## src/rtl/hilo_muldiv_unit_if.sv

```systemverilog
// Request/response bundle between the execute stage and the HI/LO mul/div unit.
// The master side issues decoded ops with operands; the slave side reports
// occupancy, completion and the current HI/LO contents.
interface hilo_muldiv_unit_if;
    logic        op_valid;
    logic        op_mult;
    logic        op_multu;
    logic        op_div;
    logic        op_divu;
    logic        op_mthi;
    logic        op_mtlo;
    logic [31:0] src1;
    logic [31:0] src2;
    logic        cancel;
    logic        busy;
    logic        done;
    logic [31:0] hi_rdata;
    logic [31:0] lo_rdata;

    modport master (
        output op_valid, op_mult, op_multu, op_div, op_divu, op_mthi, op_mtlo,
        output src1, src2, cancel,
        input  busy, done, hi_rdata, lo_rdata
    );

    modport slave (
        input  op_valid, op_mult, op_multu, op_div, op_divu, op_mthi, op_mtlo,
        input  src1, src2, cancel,
        output busy, done, hi_rdata, lo_rdata
    );
endinterface

```

## src/rtl/hilo_muldiv_unit.sv

```systemverilog
// HI/LO multiply/divide unit for the execute stage.
// Owns HI and LO, runs a MUL_LAT-edge multiply and a 32-step restoring divide
// followed by one sign-fixup edge. busy stalls upstream while an op is in flight.
// Optional macro HILO_BYPASS_EN: an mthi/mtlo being accepted shows src1 on the
// matching read port combinationally in the same cycle.
module hilo_muldiv_unit #(
    parameter int MUL_LAT = 2
) (
    input  logic              clk,
    input  logic              resetn,
    hilo_muldiv_unit_if.slave bus
);

    localparam logic [1:0] ST_IDLE = 2'd0;
    localparam logic [1:0] ST_MUL  = 2'd1;
    localparam logic [1:0] ST_DIV  = 2'd2;
    localparam logic [1:0] ST_FIX  = 2'd3;

    localparam logic [4:0] MUL_CNT_INIT = 5'(MUL_LAT - 1);

    logic [1:0]  state;
    logic [4:0]  cnt;
    logic [31:0] hi_q;
    logic [31:0] lo_q;
    logic        done_q;
    logic [63:0] prod_q;
    logic [31:0] div_rem;
    logic [31:0] div_quot;
    logic [31:0] div_dsor;
    logic        q_neg;
    logic        r_neg;

    logic        accept;
    logic        sel_mthi;
    logic        sel_mtlo;
    logic        sel_mult;
    logic        sel_multu;
    logic        sel_div;
    logic        sel_divu;

    // Only one op wins: mthi > mtlo > mult > multu > div > divu.
    assign accept    = bus.op_valid && (state == ST_IDLE) && !bus.cancel;
    assign sel_mthi  = accept && bus.op_mthi;
    assign sel_mtlo  = accept && !bus.op_mthi && bus.op_mtlo;
    assign sel_mult  = accept && !bus.op_mthi && !bus.op_mtlo && bus.op_mult;
    assign sel_multu = accept && !bus.op_mthi && !bus.op_mtlo && !bus.op_mult && bus.op_multu;
    assign sel_div   = accept && !bus.op_mthi && !bus.op_mtlo && !bus.op_mult && !bus.op_multu
                       && bus.op_div;
    assign sel_divu  = accept && !bus.op_mthi && !bus.op_mtlo && !bus.op_mult && !bus.op_multu
                       && !bus.op_div && bus.op_divu;

    // The low 64 bits of a 64x64 product are the same for signed and unsigned
    // operands, so sign-extending to 64 bits gives both flavours.
    logic [63:0] mul_a;
    logic [63:0] mul_b;
    logic [63:0] mul_prod;
    assign mul_a    = {{32{sel_mult & bus.src1[31]}}, bus.src1};
    assign mul_b    = {{32{sel_mult & bus.src2[31]}}, bus.src2};
    assign mul_prod = mul_a * mul_b;

    logic [31:0] abs_a;
    logic [31:0] abs_b;
    assign abs_a = (sel_div && bus.src1[31]) ? (32'd0 - bus.src1) : bus.src1;
    assign abs_b = (sel_div && bus.src2[31]) ? (32'd0 - bus.src2) : bus.src2;

    // One restoring step: shift the next dividend bit into the partial remainder
    // and subtract the divisor when it fits. A fitting difference is always
    // below the divisor, so 32-bit wraparound subtraction is exact.
    logic [32:0] div_partial;
    logic        div_ge;
    logic [31:0] div_sub;
    assign div_partial = {div_rem, div_quot[31]};
    assign div_ge      = div_partial >= {1'b0, div_dsor};
    assign div_sub     = div_partial[31:0] - div_dsor;

    logic [31:0] fix_lo;
    logic [31:0] fix_hi;
    assign fix_lo = q_neg ? (32'd0 - div_quot) : div_quot;
    assign fix_hi = r_neg ? (32'd0 - div_rem) : div_rem;

    // Control FSM plus the architectural HI/LO registers and the done pulse.
    always_ff @(posedge clk or negedge resetn) begin
        if (!resetn) begin
            state  <= ST_IDLE;
            cnt    <= 5'd0;
            hi_q   <= 32'd0;
            lo_q   <= 32'd0;
            done_q <= 1'b0;
        end else begin
            done_q <= 1'b0;
            case (state)
                ST_IDLE: begin
                    if (sel_mthi) begin
                        hi_q <= bus.src1;
                    end else if (sel_mtlo) begin
                        lo_q <= bus.src1;
                    end else if (sel_mult || sel_multu) begin
                        state <= ST_MUL;
                        cnt   <= MUL_CNT_INIT;
                    end else if (sel_div || sel_divu) begin
                        state <= ST_DIV;
                        cnt   <= 5'd31;
                    end
                end
                ST_MUL: begin
                    if (bus.cancel) begin
                        state <= ST_IDLE;
                    end else if (cnt == 5'd0) begin
                        {hi_q, lo_q} <= prod_q;
                        done_q       <= 1'b1;
                        state        <= ST_IDLE;
                    end else begin
                        cnt <= cnt - 5'd1;
                    end
                end
                ST_DIV: begin
                    if (bus.cancel) begin
                        state <= ST_IDLE;
                    end else if (cnt == 5'd0) begin
                        state <= ST_FIX;
                    end else begin
                        cnt <= cnt - 5'd1;
                    end
                end
                ST_FIX: begin
                    if (bus.cancel) begin
                        state <= ST_IDLE;
                    end else begin
                        hi_q   <= fix_hi;
                        lo_q   <= fix_lo;
                        done_q <= 1'b1;
                        state  <= ST_IDLE;
                    end
                end
                default: state <= ST_IDLE;
            endcase
        end
    end

    // Operand capture at acceptance and the per-edge divide iteration.
    always_ff @(posedge clk or negedge resetn) begin
        if (!resetn) begin
            prod_q   <= 64'd0;
            div_rem  <= 32'd0;
            div_quot <= 32'd0;
            div_dsor <= 32'd0;
            q_neg    <= 1'b0;
            r_neg    <= 1'b0;
        end else if (sel_mult || sel_multu) begin
            prod_q <= mul_prod;
        end else if (sel_div || sel_divu) begin
            div_rem  <= 32'd0;
            div_quot <= abs_a;
            div_dsor <= abs_b;
            q_neg    <= sel_div & (bus.src1[31] ^ bus.src2[31]);
            r_neg    <= sel_div & bus.src1[31];
        end else if (state == ST_DIV && !bus.cancel) begin
            div_rem  <= div_ge ? div_sub : div_partial[31:0];
            div_quot <= {div_quot[30:0], div_ge};
        end
    end

    assign bus.busy = (state != ST_IDLE);
    assign bus.done = done_q;

`ifdef HILO_BYPASS_EN
    assign bus.hi_rdata = sel_mthi ? bus.src1 : hi_q;
    assign bus.lo_rdata = sel_mtlo ? bus.src1 : lo_q;
`else
    assign bus.hi_rdata = hi_q;
    assign bus.lo_rdata = lo_q;
`endif

endmodule

```

## src/flat_wrapper.sv

```systemverilog
// flat-port wrapper written by rule: the top's interface ports become plain ports
module hilo_muldiv_unit_flat 
#(
    parameter int MUL_LAT = 2
)
  (clk, resetn, bus_op_valid, bus_op_mult, bus_op_multu, bus_op_div, bus_op_divu, bus_op_mthi, bus_op_mtlo, bus_src1, bus_src2, bus_cancel, bus_busy, bus_done, bus_hi_rdata, bus_lo_rdata);
  hilo_muldiv_unit_if bus_i ();
  input  logic clk;
  input  logic resetn;
  input wire logic [$bits(bus_i.op_valid)-1:0] bus_op_valid;
  input wire logic [$bits(bus_i.op_mult)-1:0] bus_op_mult;
  input wire logic [$bits(bus_i.op_multu)-1:0] bus_op_multu;
  input wire logic [$bits(bus_i.op_div)-1:0] bus_op_div;
  input wire logic [$bits(bus_i.op_divu)-1:0] bus_op_divu;
  input wire logic [$bits(bus_i.op_mthi)-1:0] bus_op_mthi;
  input wire logic [$bits(bus_i.op_mtlo)-1:0] bus_op_mtlo;
  input wire logic [$bits(bus_i.src1)-1:0] bus_src1;
  input wire logic [$bits(bus_i.src2)-1:0] bus_src2;
  input wire logic [$bits(bus_i.cancel)-1:0] bus_cancel;
  output wire logic [$bits(bus_i.busy)-1:0] bus_busy;
  output wire logic [$bits(bus_i.done)-1:0] bus_done;
  output wire logic [$bits(bus_i.hi_rdata)-1:0] bus_hi_rdata;
  output wire logic [$bits(bus_i.lo_rdata)-1:0] bus_lo_rdata;
  assign bus_i.op_valid = bus_op_valid;
  assign bus_i.op_mult = bus_op_mult;
  assign bus_i.op_multu = bus_op_multu;
  assign bus_i.op_div = bus_op_div;
  assign bus_i.op_divu = bus_op_divu;
  assign bus_i.op_mthi = bus_op_mthi;
  assign bus_i.op_mtlo = bus_op_mtlo;
  assign bus_i.src1 = bus_src1;
  assign bus_i.src2 = bus_src2;
  assign bus_i.cancel = bus_cancel;
  assign bus_busy = bus_i.busy;
  assign bus_done = bus_i.done;
  assign bus_hi_rdata = bus_i.hi_rdata;
  assign bus_lo_rdata = bus_i.lo_rdata;
  hilo_muldiv_unit #(.MUL_LAT(MUL_LAT)) u_core (.clk(clk), .resetn(resetn), .bus(bus_i));
endmodule
```

## config.mk

```make
export PLATFORM = sky130hd
export DESIGN_NAME = hilo_muldiv_unit_flat
export DESIGN_NICKNAME = d
export VERILOG_FILES = /design/src/rtl/hilo_muldiv_unit_if.sv /design/src/rtl/hilo_muldiv_unit.sv /design/src/flat_wrapper.sv
export SDC_FILE = /design/constraint.sdc
export NUM_CORES = 2
export LEC_CHECK = 0
export ABC_AREA = 1
export CORE_ASPECT_RATIO = 1.25
export CORE_MARGIN = 2
export CORE_UTILIZATION = 44
export CTS_BUF_LIST = sky130_fd_sc_hd__clkbuf_8
export CTS_CLUSTER_SIZE = 10
export DETAILED_ROUTE_END_ITERATION = 7
export PLACE_DENSITY_LB_ADDON = 0.3
export SLEW_MARGIN = 25
export SYNTH_ARGS = -nofsm -noshare
export SYNTH_HDL_FRONTEND = slang
export SYNTH_SLANG_ARGS = --single-unit
```

## constraint.sdc

```tcl
create_clock -name clk -period 9.7 [get_ports clk]
set_input_delay 1.94 -clock clk [delete_from_list [all_inputs] [get_ports clk]]
set_output_delay 1.94 -clock clk [all_outputs]
set_load 0.05 [all_outputs]
```

==> impl_metrics.csv <==
group,metric,value,unit
place,dp_hpwl,162,mm
critical_path,r2r_start,"u_core.state[0]$_DFFE_PN0P_",
timing,min_period_over_period,0.953,
final_layout,fin_util,0.487,
floorplanning,die_w,322,um
critical_path,cp_slowest_stage_delay,550,ps
timing,rsz0062_at_grt,"no",
synthesis,synth_cells,7256,
timing,fin_crit,9240,ps
critical_path,r2r_end,"u_core.prod_q[61]$_DFFE_PN0N_",
cts,cts_hold_buffers,0,
drt,drc,0,
cts,post_cts_buffers,0,
synthesis,synth_edf_count,0,
drt,first_pass_iters,7,
drt,vias_per_cell,5.28,
timing,hold_viol,0,
critical_path,arrival,9770,ps
floorplanning,die-height,402,um
hold_path,whs_endpoint,"u_core.prod_q[2]$_DFFE_PN0N_",
grt,antenna_found_initial,3,
timing,report.final.slew_viol_count,0,
timing,whs,484,ps
floorplanning,core,125000,um^2
cts,clockRootBuffer,"clkbuf_8",
synthesis,ys_seq_area_frac,0.105,
synthesis,synth_area_per_cell,7.68,um^2
drt,first_iter_violations,3900,
critical_path,cpMostUsedCell,"fa_1",
critical_path,crit_type,"input port to flip-flop",
synthesis,ys_top_cells_by_area,"fa_1, inv_1, nand2_1",
timing,fmax,0.108,GHz
final_layout,nets,8829,
drt,antenna_left,0,
timing,setup_viol,0,
hold_path,min_from,"u_core.prod_q[2]$_DFFE_PN0N_",
critical_path,ff2ff_setup_slack,1360,ps
timing,slew_headroom,0.265,
grt,first_global_vias,51200,
synthesis,ys_types,63,
critical_path,critPathBufInv,8,
grt,grt_pass1_wl,305,mm
critical_path,slowest_stage,"fa_1",
drt,vias,48000,
critical_path,crit_required,10230,ps
floorplanning,die_area,129000,um^2
timing,clock_skew,37.9,ps
final_layout,drive_gt1_frac,0.0727,
synthesis,ys.flop_type,"dfrtp_1",
cts,cts.sinks,234,
flow_run,cap_viol_max_count,0,
run_status,status,"completed",
final_layout,area_delta_synth_final,9.56,%
synthesis,syn-num-nets,8713,
hold_path,holdCritPathClass,"flip-flop to flip-flop",
cts,htreeDepth,2,
place,gp_congestion,1.01,
critical_path,reg2reg_depth,31,
final_layout,layout_commonest_cell,"inv_1",
drt,wl_per_cell,21.6,um
cts,tritoncts,"done",
cts,cts_buffers,44,
floorplanning,rows,145,
cts,worstSkewPairLatency,670,ps
critical_path,startpoint_type,"input port",
critical_path,cp_max_fo,28,
cts,clk_pin_slew,70,ps
synthesis,ys.warnings.count,0,
critical_path,crit_family,"adder cells",
floorplanning,io_pins,140,
synthesis,yosysTopAreaCell,"fa_1",
critical_path,crit_path_end_kind,"flip-flop",
place,io_buffer_count,139,
grt,grt_max_degree,110,
synthesis,synth_seq_cells,234,
drt,routed_wl,196,mm
grt,grt.total_usage,0.311,
hold_path,hold_depth,2,
synthesis,netlist_area,55700,um^2
grt,grt.overflow.total,0,
floorplanning,start_util,0.444,
synthesis,yosysTopAreaCellShare,0.405,
synthesis,synthArstFlopShare,1.00,
timing,worst_pin_slew,1100,ps
cts,clockBufferDepth,3,
cts,cts.repair.resized,0,
final_layout,layout_common_cells,"inv_1, nand2_1, fa_1, nor2_1, nand3_1",
layer usage:
| layer | vias to the layer above | track usage | part of all wire |
|---|---|---|---|
| met2 | 2009 | 0.522 | 0.48 |
| li1 | 21500 | - | - |
| met1 | 24000 | 0.381 | 0.38 |
| met4 | 2 | 0.184 | 0.070 |
| met5 | - | 0 | 0.000056 |
| met3 | 484 | 0.0432 | 0.067 |
sequential cells by signal, indices dropped and copies added, names as in the netlist:
signal	flops
u_core.prod_q	64
u_core.bus.hi_rdata	32
u_core.bus.lo_rdata	32
u_core.div_dsor	32
u_core.div_quot	32
u_core.div_rem	32
u_core.cnt	5
u_core.state	2
u_core.bus.done	1
u_core.q_neg	1
u_core.r_neg	1
worst max path at each step:
stage,startpoint,to,slack (ps),cells past startpoint
after floorplan,bus_op_valid,u_core.prod_q[62]$_DFFE_PN0N_,720,32
after global placement,bus_op_valid,u_core.prod_q[61]$_DFFE_PN0N_,-130,34
after detailed placement,bus_op_valid,u_core.prod_q[61]$_DFFE_PN0N_,-170,34
after CTS,bus_op_valid,u_core.prod_q[61]$_DFFE_PN0N_,500,34
after global routing,bus_op_valid,u_core.prod_q[61]$_DFFE_PN0N_,90,34
final,bus_op_valid,u_core.prod_q[61]$_DFFE_PN0N_,460,30
layout make-up:
class | instances | area (um^2)
clock inverter | 25 | 218
timing repair buffer | 423 | 3670
sequential | 234 | 5860
multi-input combinational | 4826 | 41500
inverter | 1843 | 6920
fill | 12300 | 64300
antenna | 4 | 10.0
tap | 1690 | 2110
clock buffer | 53 | 729
synthesized netlist by cell type (all sizes together), types with 6 or more instances:
master   instances
a211oi          31
a21boi           6
a21o             6
a21oi          215
a2bb2oi         20
a31oi           35
buf            128
clkbuf         225
dfrtp          234
fa            1126
ha             257
inv           1841
nand2         1790
nand3          279
nand3b          16
nand4           40
nor2           468
nor3            46
nor4             7
o211ai          24
o21a             8
o21ai          276
o21bai          19
o22ai            9
or2             36
xnor2           32
xor2            56
worst reg2reg max path, delay by kind of cell, from the launching register on:
kind / cells / cell delay, ps
buf+inv: 8 / 880
simple gates: 10 / 1550
compound gates: 3 / 790
fa+ha+maj: 10 / 4600
flops: 1 / 420
through the flow:
stage,setup slack (ps),cells,setup TNS (ps),instance area [um^2]
after floorplan,723,7256,0,55700
after global placement,-129,9014,-208,60000
after detailed placement,-168,9015,-270,60100
after CTS,496,9093,0,61000
after global routing,88.9,9095,0,61000
final,459,9098,0,61000
logic make-up (layout without fill, tap and decap cells):
family,after synthesis,count (layout),synth area share
simple gates,2690,2690,0.200
buf+inv,2196,2344,0.150
fa+ha+maj,1383,1383,0.462
compound gates,665,665,0.0689
flops,234,234,0.105
xor+xnor,88,88,0.0138
other cells,0,4,0
Power is not shown: default switching activity piles up to over one toggle a cycle in this logic, so the estimate is an artifact.
